`src/rtl/fetch_pkg.sv`:
```
// Shared types for the half-word fetch front end: queue entry layout and sizing.
// Entries carry FETCH_ADDR_W address bits, so a controller ADDR_W must not exceed it.
package fetch_pkg;
    localparam int FETCH_ADDR_W = 32;
    localparam int QUEUE_DEPTH  = 2;
    localparam int OCC_W        = 2;
    localparam int HW_BYTES     = 2;

    typedef struct packed {
        logic [FETCH_ADDR_W-1:0] addr;
        logic [31:0]             data;
    } fetch_entry_t;

    // Upper half is the lower address; off selects which half is presented.
    function automatic logic [15:0] hw_select(input logic [31:0] word, input logic off);
        return off ? word[15:0] : word[31:16];
    endfunction
endpackage

```
`src/rtl/fetch_word_queue.sv`:
```
// Two-entry word FIFO; push visible at the head one cycle later, clear wins over push/pop.
// No internal backpressure: the controller never pushes when full or pops when empty.
module fetch_word_queue
    import fetch_pkg::*;
(
    input  logic               clk,
    input  logic               rst,
    input  logic               clear_i,
    input  logic               push_i,
    input  fetch_entry_t       push_ent_i,
    input  logic               pop_i,
    output fetch_entry_t       head_o,
    output logic [OCC_W-1:0]   occ_o
);
    fetch_entry_t      ent0_q, ent0_d;
    fetch_entry_t      ent1_q, ent1_d;
    logic [OCC_W-1:0]  occ_q, occ_d;

    always_comb begin
        ent0_d = ent0_q;
        ent1_d = ent1_q;
        occ_d  = occ_q;
        if (clear_i) begin
            occ_d = '0;
        end else if (push_i && pop_i) begin
            if (occ_q == OCC_W'(QUEUE_DEPTH)) begin
                ent0_d = ent1_q;
                ent1_d = push_ent_i;
            end else begin
                ent0_d = push_ent_i;
            end
        end else if (push_i) begin
            if (occ_q == '0) begin
                ent0_d = push_ent_i;
            end else begin
                ent1_d = push_ent_i;
            end
            occ_d = occ_q + OCC_W'(1);
        end else if (pop_i) begin
            ent0_d = ent1_q;
            occ_d  = occ_q - OCC_W'(1);
        end
    end

    always_ff @(posedge clk) begin
        if (rst) begin
            ent0_q <= '0;
            ent1_q <= '0;
            occ_q  <= '0;
        end else begin
            ent0_q <= ent0_d;
            ent1_q <= ent1_d;
            occ_q  <= occ_d;
        end
    end

    assign head_o = ent0_q;
    assign occ_o  = occ_q;
endmodule

```
`src/rtl/halfword_fetch_ctrl.sv`:
```
// Fetches 32-bit cache words into a 2-deep queue and streams 16-bit half-words with their PCs.
// Ack to hw_valid: 1 cycle; hw_ready low holds the output while prefetch fills the queue.
module halfword_fetch_ctrl
    import fetch_pkg::*;
#(
    parameter int                ADDR_W   = 32,
    parameter logic [ADDR_W-1:0] RESET_PC = '0
) (
    input  logic              clk,
    input  logic              rst,
    input  logic              redirect_valid,
    input  logic [ADDR_W-1:0] redirect_pc,
    output logic              ic_req,
    output logic [ADDR_W-1:0] ic_addr,
    input  logic              ic_rdy,
    input  logic              ic_ack,
    input  logic [31:0]       ic_rdata,
    output logic              hw_valid,
    output logic [15:0]       hw_data,
    output logic [ADDR_W-1:0] hw_pc,
    input  logic              hw_ready
);
    localparam logic [ADDR_W-1:0] WORD_MASK = ~ADDR_W'(3);

    logic [ADDR_W-1:0] fetch_addr_q, fetch_addr_d;
    logic [ADDR_W-1:0] req_addr_q, req_addr_d;
    logic              pend_q, pend_d;
    logic              drop_q, drop_d;
    logic              off_q, off_d;
    logic              poff_q, poff_d;

    logic [OCC_W-1:0]  occ;
    fetch_entry_t      head;
    fetch_entry_t      push_ent;
    logic              issue, ack_live, push, pop, consume;

    assign ic_req   = !rst && !redirect_valid && !pend_q && (occ < OCC_W'(QUEUE_DEPTH));
    assign issue    = ic_req && ic_rdy;
    // Acks with nothing outstanding (e.g. right after reset) are ignored.
    assign ack_live = ic_ack && pend_q;
    assign push     = ack_live && !drop_q && !redirect_valid;
    assign hw_valid = (occ != '0);
    assign consume  = hw_valid && hw_ready && !redirect_valid;
    assign pop      = consume && off_q;
    assign push_ent = '{addr: FETCH_ADDR_W'(req_addr_q), data: ic_rdata};

    fetch_word_queue u_queue (
        .clk        (clk),
        .rst        (rst),
        .clear_i    (redirect_valid),
        .push_i     (push),
        .push_ent_i (push_ent),
        .pop_i      (pop),
        .head_o     (head),
        .occ_o      (occ)
    );

    always_comb begin
        fetch_addr_d = fetch_addr_q;
        req_addr_d   = req_addr_q;
        pend_d       = pend_q;
        drop_d       = drop_q;
        off_d        = off_q;
        poff_d       = poff_q;
        if (redirect_valid) begin
            fetch_addr_d = redirect_pc & WORD_MASK;
            poff_d       = redirect_pc[1];
            off_d        = 1'b0;
            // A same-cycle ack retires the old request; otherwise its ack must be swallowed.
            pend_d       = pend_q && !ic_ack;
            drop_d       = pend_q && !ic_ack;
        end else begin
            if (issue) begin
                req_addr_d   = fetch_addr_q;
                fetch_addr_d = fetch_addr_q + ADDR_W'(4);
                pend_d       = 1'b1;
            end
            if (ack_live) begin
                pend_d = 1'b0;
                drop_d = 1'b0;
            end
            // The first word after a redirect always lands in an empty queue, so no consume overlaps it.
            if (push && poff_q) begin
                off_d  = 1'b1;
                poff_d = 1'b0;
            end else if (consume) begin
                off_d = !off_q;
            end
        end
    end

    always_ff @(posedge clk) begin
        if (rst) begin
            fetch_addr_q <= RESET_PC;
            req_addr_q   <= RESET_PC;
            pend_q       <= 1'b0;
            drop_q       <= 1'b0;
            off_q        <= 1'b0;
            poff_q       <= 1'b0;
        end else begin
            fetch_addr_q <= fetch_addr_d;
            req_addr_q   <= req_addr_d;
            pend_q       <= pend_d;
            drop_q       <= drop_d;
            off_q        <= off_d;
            poff_q       <= poff_d;
        end
    end

    assign ic_addr = fetch_addr_q;
    assign hw_data = hw_valid ? hw_select(head.data, off_q) : 16'h0000;
    assign hw_pc   = hw_valid ? (ADDR_W'(head.addr) + (off_q ? ADDR_W'(HW_BYTES) : ADDR_W'(0)))
                              : fetch_addr_q;
endmodule

```
`config.mk`:
```
export PLATFORM = sky130hd
export DESIGN_NAME = halfword_fetch_ctrl
export DESIGN_NICKNAME = d
export VERILOG_FILES = /design/src/rtl/fetch_pkg.sv /design/src/rtl/fetch_word_queue.sv /design/src/rtl/halfword_fetch_ctrl.sv
export SDC_FILE = /design/constraint.sdc
export NUM_CORES = 1
export LEC_CHECK = 0
export CAP_MARGIN = 10
export CORE_MARGIN = 3
export CORE_UTILIZATION = 35
export CTS_CLUSTER_SIZE = 14
export DETAILED_ROUTE_END_ITERATION = 6
export SLEW_MARGIN = 25
export SYNTH_ARGS = -nofsm -noshare
export SYNTH_HDL_FRONTEND = slang
export SYNTH_SLANG_ARGS = --single-unit
```
`constraint.sdc`:
```
create_clock -name clk -period 4.15 [get_ports clk]
set_input_delay 0.6225 -clock clk [delete_from_list [all_inputs] [get_ports clk]]
set_output_delay 0.6225 -clock clk [all_outputs]
set_load 0.01 [all_outputs]
```
==> flow_summary.toml, run 1 <==
[worst_setup_path]
timing.rr.start = "off_q$_SDFFE_PP0P_"
worstSetupPathType = "in -> out"
worst_ep_required_time_ns = 3.53
r2r_setup_slack_ns = 1.52
critical_path.endpoint_type = "primary output"
crit_cells = 4
r2r.worst_path.cells = 10
worstPathCellList = "buf_2, buf_4, nor4_4, clkdlybuf4s50_1"
worstPathArrival_ns = 2.32
end_of_the_worst_register_to_register_path = "u_queue.head_o[51]$_SDFFE_PP0P_"
delay_of_the_slowest_cell_on_the_worst_path_ns = 0.68
worst_setup_path_start_kind = "input pin"
worstPathBufferInverterCount = 3
worst-path-max-fanout = 57
critical_path.startpoint = "redirect_valid"
cell_family_with_the_largest_share_of_critical_path_delay = "buffers and inverters"
timing.critical_path.slowest_stage_cell = "sky130_fd_sc_hd__clkdlybuf4s50_1"

[place]
placement.cell_area_um2 = 10320
dp.cells = 1476
dp_worst_setup_slack_ns = 0.8048
gp_congestion = 0.7681
detailed_place_hpwl_um = 15570
numPortBuffers = 147

[clock_network]
cts_htree_levels = 4
post_cts_hold_buffer_count = 0
clock_tree.buffer_depth = 2
cts_setup_buffers = 0
post_cts_resize_count = 0
clock-root-buffer = "sky130_fd_sc_hd__clkbuf_16"
clk_pin_slew_worst_paths_ns = 0.07
number_of_buffers_created_by_cts = 17
clock_insertion_delay_worst_skew_ns = 0.44
clkSinkCount = 190
cts_tree = "built"

[drt]
final_routed_drc_violation_total = 0
first_pass_iters = 5
post_drt_wl_per_cell_um = 16.13
wl_um = 24330
num_vias = 7518
drtIter0Drc = 447
antenna_left = 0
post_drt_via_cell_ratio = 4.982

[worst_hold_path]
holdCritPathClass = "in -> reg"
whs_endpoint = "u_queue.head_o[62]$_SDFFE_PP0P_"
hp-start = "rst"
hold_path_depth = 2

[timing]
setup_total_negative_slack_ns = 0
final-hold-violation-count = 0
slew_viol_final = 0
timing.slew.headroom = 0.3835
finalCritPeriodShare = 0.7084
setup_repair_after_global_routing_missed_its_margin = "false"
finalSetupViolations = 0
final_period_minus_worst_setup_slack_ns = 2.940
max_freq_mhz = 340.1
worstMarginPinSlew_ns = 0.9247
finalClockSkew_ns = 0.01343
worst_slack_ns = 1.210

[yosys]
area_share_of_the_leading_cell_type_in_the_synthesized_netlist = 0.4425
synth_top_area_cells = "sky130_fd_sc_hd__dfxtp_1, sky130_fd_sc_hd__nand2_1, sky130_fd_sc_hd__mux2i_1"
synth_top_cells_by_count = "sky130_fd_sc_hd__nand2_1, sky130_fd_sc_hd__dfxtp_1, sky130_fd_sc_hd__a21oi_1"
synth_enable_flop_cells = 0
synthMostInstantiatedCell = "sky130_fd_sc_hd__nand2_1"
ys_seq_elements = 190
synth.cell_area_um2 = 8596
postSynthCellCount = 1075
synth_warnings = 0
post-synth-top-area-cell = "sky130_fd_sc_hd__dfxtp_1"
synth.yosys.seq_area_share = 0.4425
yosys.cell_types.count = 54
synth_top_flop_cell = "sky130_fd_sc_hd__dfxtp_1"
synth_async_sr_flop_share = 0
synth.avg_cell_area_um2 = 7.996

[layout]
layoutNonFillerInstCount = 1509
antenna_diode_count = 0
drive_above_1_share = 0.05630
ff_latch_area_um2 = 3804
multiInputGateArea_um2 = 4399
finish.net_count = 1250
num-fill-cells = 2364
postLayoutCellArea_um2 = 11030
areaGrowthSynthToFinish_pct = 28.33

[die]
fp.dieArea_um2 = 26480
floorplan.rows = 56
placeable_core_area_um2 = 23820
floorplan.die.width_um = 162.7
pin_count = 152
start_util = 0.3608
die_y_um = 162.7

[run]
cap_viol_max_count = 0

[global_route]
grt_first_pass_wirelength_um = 39140
first_global_vias = 7281
antenna_found_initial = 3
grt_usage = 0.1843
grt_max_degree = 102
grt_overflow_total = 0

[pwr]
vdd_drop_max_mv = 0.2468
power.total_uw = 4138
power_per_cell_area_nw_per_um2 = 375.1
power_leakage_uw = 0.004139

[outcome]
run_status = "completed"
-- flip-flops by register name, summed over array words and instances, names as in the netlist --
name / count
u_queue.ent1_q: 62
u_queue.head_o: 62
drop_q: 1
off_q: 1
req_addr_q: 30
pend_q: 1
u_queue.occ_o: 2
poff_q: 1
ic_addr: 30
-- how the worst max path moves through the flow --
stage / to / slack [ns]
floorplan: u_queue.head_o[12]$_SDFFE_PP0P_ / 1.40
global route: u_queue.head_o[41]$_SDFFE_PP0P_ / 1.08
detailed placement: u_queue.head_o[51]$_SDFFE_PP0P_ / 0.80
finish: ic_req / 1.21
CTS: ic_req / 1.19
global placement: u_queue.head_o[37]$_SDFFE_PP0P_ / 0.88
-- placed cells by master, fill, tap and decap left out, types with 13 or more instances in the layout --
| cell type | instances |
|---|---|
| sky130_fd_sc_hd__clkbuf_16 | 17 |
| sky130_fd_sc_hd__nand4_1 | 14 |
| sky130_fd_sc_hd__buf_4 | 15 |
| sky130_fd_sc_hd__nor3_1 | 17 |
| sky130_fd_sc_hd__clkdlybuf4s50_1 | 145 |
| sky130_fd_sc_hd__o21a_1 | 13 |
| sky130_fd_sc_hd__a21oi_1 | 113 |
| sky130_fd_sc_hd__inv_1 | 17 |
| sky130_fd_sc_hd__dfxtp_1 | 190 |
| sky130_fd_sc_hd__nand2_1 | 281 |
| sky130_fd_sc_hd__a211oi_1 | 63 |
| sky130_fd_sc_hd__mux2i_1 | 82 |
| sky130_fd_sc_hd__nor2_1 | 94 |
-- final cells by class --
type / count / area share
timing repair buffer: 167 / 0.1522
clock buffer: 18 / 0.03891
clock inverter: 14 / 0.02291
multi-input combinational: 783 / 0.3988
inverter: 18 / 0.006125
sequential: 190 / 0.3448
tap: 319 / 0.03618
-- power by group --
part / total (uW) / internal (uW) / switching [uW]
Clock: 1890 / 1150 / 749
Sequential: 1910 / 1850 / 51.3
Combinational: 337 / 179 / 158
-- per-stage QoR --
stage / hold WS [ns] / utilization
2_1_floorplan: 0.4360 / -
3_3_place_gp: 0.4411 / 0.4331
3_5_place_dp: 0.4465 / 0.4331
4_1_cts: 0.3714 / 0.4617
5_1_grt: 0.3940 / 0.4630
6_report: 0.3994 / 0.4630
-- per-layer routing --
metal	vias up	global-route usage	part of all wire
li1	3851	-	-
met1	3456	0.2349	0.45
met2	171	0.2956	0.46
met3	34	0.06256	0.076
met4	6	0.05729	0.017
met5	-	0	0.0015
-- worst reg2reg max path, cell delays in order, from the launching register on --
cell	delay [ns]
sky130_fd_sc_hd__dfxtp_1	0.31
sky130_fd_sc_hd__buf_4	0.30
sky130_fd_sc_hd__and2_1	0.23
sky130_fd_sc_hd__nand3b_1	0.11
sky130_fd_sc_hd__inv_1	0.07
sky130_fd_sc_hd__ha_1	0.25
sky130_fd_sc_hd__inv_1	0.10
sky130_fd_sc_hd__a311oi_4	0.28
sky130_fd_sc_hd__buf_4	0.52
sky130_fd_sc_hd__nor2_1	0.10
sky130_fd_sc_hd__a211oi_1	0.26
-- kinds of logic (layout without fill, tap and decap cells) --
kind of cell | count (synthesis) | count (layout) | share of synthesized area
compound gates | 218 | 218 | 0.1571
xor+xnor | 18 | 18 | 0.01834
fa+ha+maj | 3 | 3 | 0.004367
buf+inv | 104 | 217 | 0.05153
flops | 190 | 190 | 0.4425
mux | 84 | 84 | 0.09811
other cells | 1 | 3 | 0.0004363
simple gates | 457 | 457 | 0.2277
No activity file was read; power rests on OpenSTA's default activity.
==> run 2: changes to the inputs <==
==> constraint.sdc (replaced) <==
create_clock -name clk -period 2.6 [get_ports clk]
set_input_delay 0.39 -clock clk [delete_from_list [all_inputs] [get_ports clk]]
set_output_delay 0.39 -clock clk [all_outputs]
set_load 0.01 [all_outputs]
==> flow_summary.toml, run 2 (synthesized netlist as in run 1, its figures left out) <==
[layout]
areaGrowthSynthToFinish_pct = 30.52
antenna_diode_count = 0
most_common_library_cell_in_the_layout_ignoring_fill_and_taps = "sky130_fd_sc_hd__nand2_1"
final_util = 0.4710
drive_above_1_share = 0.07426
finish.net_count = 1273
commonest_cells_after_routing_fill_and_taps_aside = "sky130_fd_sc_hd__nand2_1, sky130_fd_sc_hd__dfxtp_1, sky130_fd_sc_hd__clkdlybuf4s50_1, sky130_fd_sc_hd__a21oi_1, sky130_fd_sc_hd__nor2_1"

[global_route]
grt_overflow_total = 0
grt_usage = 0.1850
grt_max_degree = 193
grt_first_pass_wirelength_um = 39200
antenna_found_initial = 2
first_global_vias = 7331

[drt]
wl_um = 24740
final_routed_drc_violation_total = 0
first_pass_iters = 5
post_drt_wl_per_cell_um = 16.16
post_drt_via_cell_ratio = 5.024
antenna_left = 0
num_vias = 7692
drtIter0Drc = 434

[outcome]
run_status = "completed"

[timing]
finalSetupViolations = 0
finalClockSkew_ns = 0.01331
final_period_minus_worst_setup_slack_ns = 2.455
final-hold-violation-count = 0
finalCritPeriodShare = 0.9442
setup_repair_after_global_routing_missed_its_margin = "false"
max_freq_mhz = 407.3
hold-worst-slack_ns = 0.3109
worstMarginPinSlew_ns = 0.8778
timing.slew.headroom = 0.4148
slew_viol_final = 0

[pwr]
vdd_drop_max_mv = 0.4271
power_per_cell_area_nw_per_um2 = 560.4
power_leakage_uw = 0.004251

[worst_setup_path]
end_of_the_worst_register_to_register_path = "u_queue.head_o[1]$_SDFFE_PP0P_"
delay_of_the_slowest_cell_on_the_worst_path_ns = 0.59
worst_ep_required_time_ns = 2.21
critical_path.startpoint = "u_queue.occ_o[0]$_SDFFE_PP0P_"
worstSetupPathType = "reg -> out"
critical_path.endpoint_type = "primary output"
worstPathCellList = "nor2_4, buf_6, nand2_1, nand2_1, clkdlybuf4s50_1"
r2r.worst_path.cells = 11
worstPathBufferInverterCount = 2
cell_family_with_the_largest_share_of_critical_path_delay = "buffers and inverters"
timing.rr.start = "u_queue.occ_o[0]$_SDFFE_PP0P_"
cpMostUsedCell = "sky130_fd_sc_hd__nand2_1"
r2r_setup_slack_ns = 0.17
crit_cells = 5
timing.critical_path.slowest_stage_cell = "sky130_fd_sc_hd__clkdlybuf4s50_1"
worst-path-max-fanout = 44
worst_setup_path_start_kind = "flop"
worstPathArrival_ns = 2.06
critical_path.endpoint = "hw_pc[31]"

[clock_network]
clkSinkCount = 190
cts_tree = "built"
clock_insertion_delay_worst_skew_ns = 0.44
cts_htree_levels = 4
number_of_buffers_created_by_cts = 17
cts_setup_buffers = 0
clock_tree.buffer_depth = 2
clk_pin_slew_worst_paths_ns = 0.07
clock-root-buffer = "sky130_fd_sc_hd__clkbuf_16"

[die]
fp.dieArea_um2 = 26480
floorplan.die.width_um = 162.7
placeable_core_area_um2 = 23820
pin_count = 152
die_y_um = 162.7
floorplan.rows = 56
start_util = 0.3608

[worst_hold_path]
holdCritPathClass = "in -> reg"

[place]
detailed_place_hpwl_um = 16120
gp_congestion = 0.7640
numPortBuffers = 147

[run]
cap_viol_max_count = 0
-- run 2: cell count changes in the layout (fill, tap and decap cells not counted), moves of 3 or more --
| cell | delta |
|---|---|
| sky130_fd_sc_hd__bufinv_16 | -3 |
| sky130_fd_sc_hd__buf_4 | +14 |
| sky130_fd_sc_hd__clkinv_2 | +4 |
| sky130_fd_sc_hd__buf_12 | +10 |
-- run 2: report_power, final --
part | total, uW | internal, uW | leakage (uW) | switching, uW
Clock | 2680 | 1520 | 0.000288 | 1160
Combinational | 585 | 304 | 0.00242 | 281
Sequential | 3020 | 2960 | 0.00154 | 64.2
Total | 6290 | 4780 | 0.00425 | 1510
-- run 2: layout make-up --
type                    instances  area [um2]
fillers                      2377       12600
multi-input cells             783        4399
flip-flops and latches        190        3805
repair buffers                190        1957
clock buffers                  18       429.2
well taps                     319       399.1
clock inverters                13       162.7
inverters                      18       67.56
-- run 2: how the worst min path moves through the flow --
stage                               startpoint                              end  slack (ns)  cells after the start
2_1_floorplan   u_queue.ent1_q[0]$_SDFFE_PP0P_   u_queue.ent1_q[0]$_SDFFE_PP0P_        0.44                      2
3_3_place_gp   u_queue.ent1_q[55]$_SDFFE_PP0P_  u_queue.ent1_q[55]$_SDFFE_PP0P_        0.44                      2
3_5_place_dp    u_queue.ent1_q[9]$_SDFFE_PP0P_   u_queue.ent1_q[9]$_SDFFE_PP0P_        0.45                      2
4_1_cts                         redirect_valid    u_queue.occ_o[0]$_SDFFE_PP0P_        0.30                      2
5_1_grt                         redirect_valid    u_queue.occ_o[0]$_SDFFE_PP0P_        0.31                      2
6_report                        redirect_valid    u_queue.occ_o[1]$_SDFFE_PP0P_        0.31                      2
-- run 2: per-stage QoR --
step | power (uW) | setup slack, ns | cells | area, um2 | TNS [ns]
2_1_floorplan | 3336 | 0.08740 | 1077 | 8603 | 0
3_3_place_gp | 3673 | -0.06845 | 1500 | 10610 | -1.080
3_5_place_dp | 3677 | -0.1116 | 1500 | 10610 | -2.586
4_1_cts | 6360 | 0.01585 | 1531 | 11210 | 0
5_1_grt | 6516 | 0.005792 | 1531 | 11220 | 0
6_report | 6288 | 0.1450 | 1531 | 11220 | 0
-- run 2: timing repair --
item | 4_1_cts | 5_1_grt
hold buffers | 0 | 0
endpoints found under the setup margin | 27 | 20
gates resized for setup | 3 | 2
pin swaps | 0 | 1
-- run 2: routing by layer --
layer,global-route usage,up-vias,wire length [um]
li1,-,3906,-
met1,0.2432,3557,11380
met2,0.3100,202,11610
met3,0.04120,23,1460
met4,0.04460,4,261
met5,0,-,26
-- run 2: worst reg2reg max path: stages (launching register included) --
cell                       delay [ns]
sky130_fd_sc_hd__dfxtp_1         0.38
sky130_fd_sc_hd__nor2_4          0.14
sky130_fd_sc_hd__inv_2           0.06
sky130_fd_sc_hd__and2_1          0.17
sky130_fd_sc_hd__nand3b_1        0.12
sky130_fd_sc_hd__inv_1           0.05
sky130_fd_sc_hd__ha_1            0.21
sky130_fd_sc_hd__buf_4           0.15
sky130_fd_sc_hd__o21ai_4         0.34
sky130_fd_sc_hd__buf_4           0.34
sky130_fd_sc_hd__mux2i_1         0.23
sky130_fd_sc_hd__a211oi_1        0.09
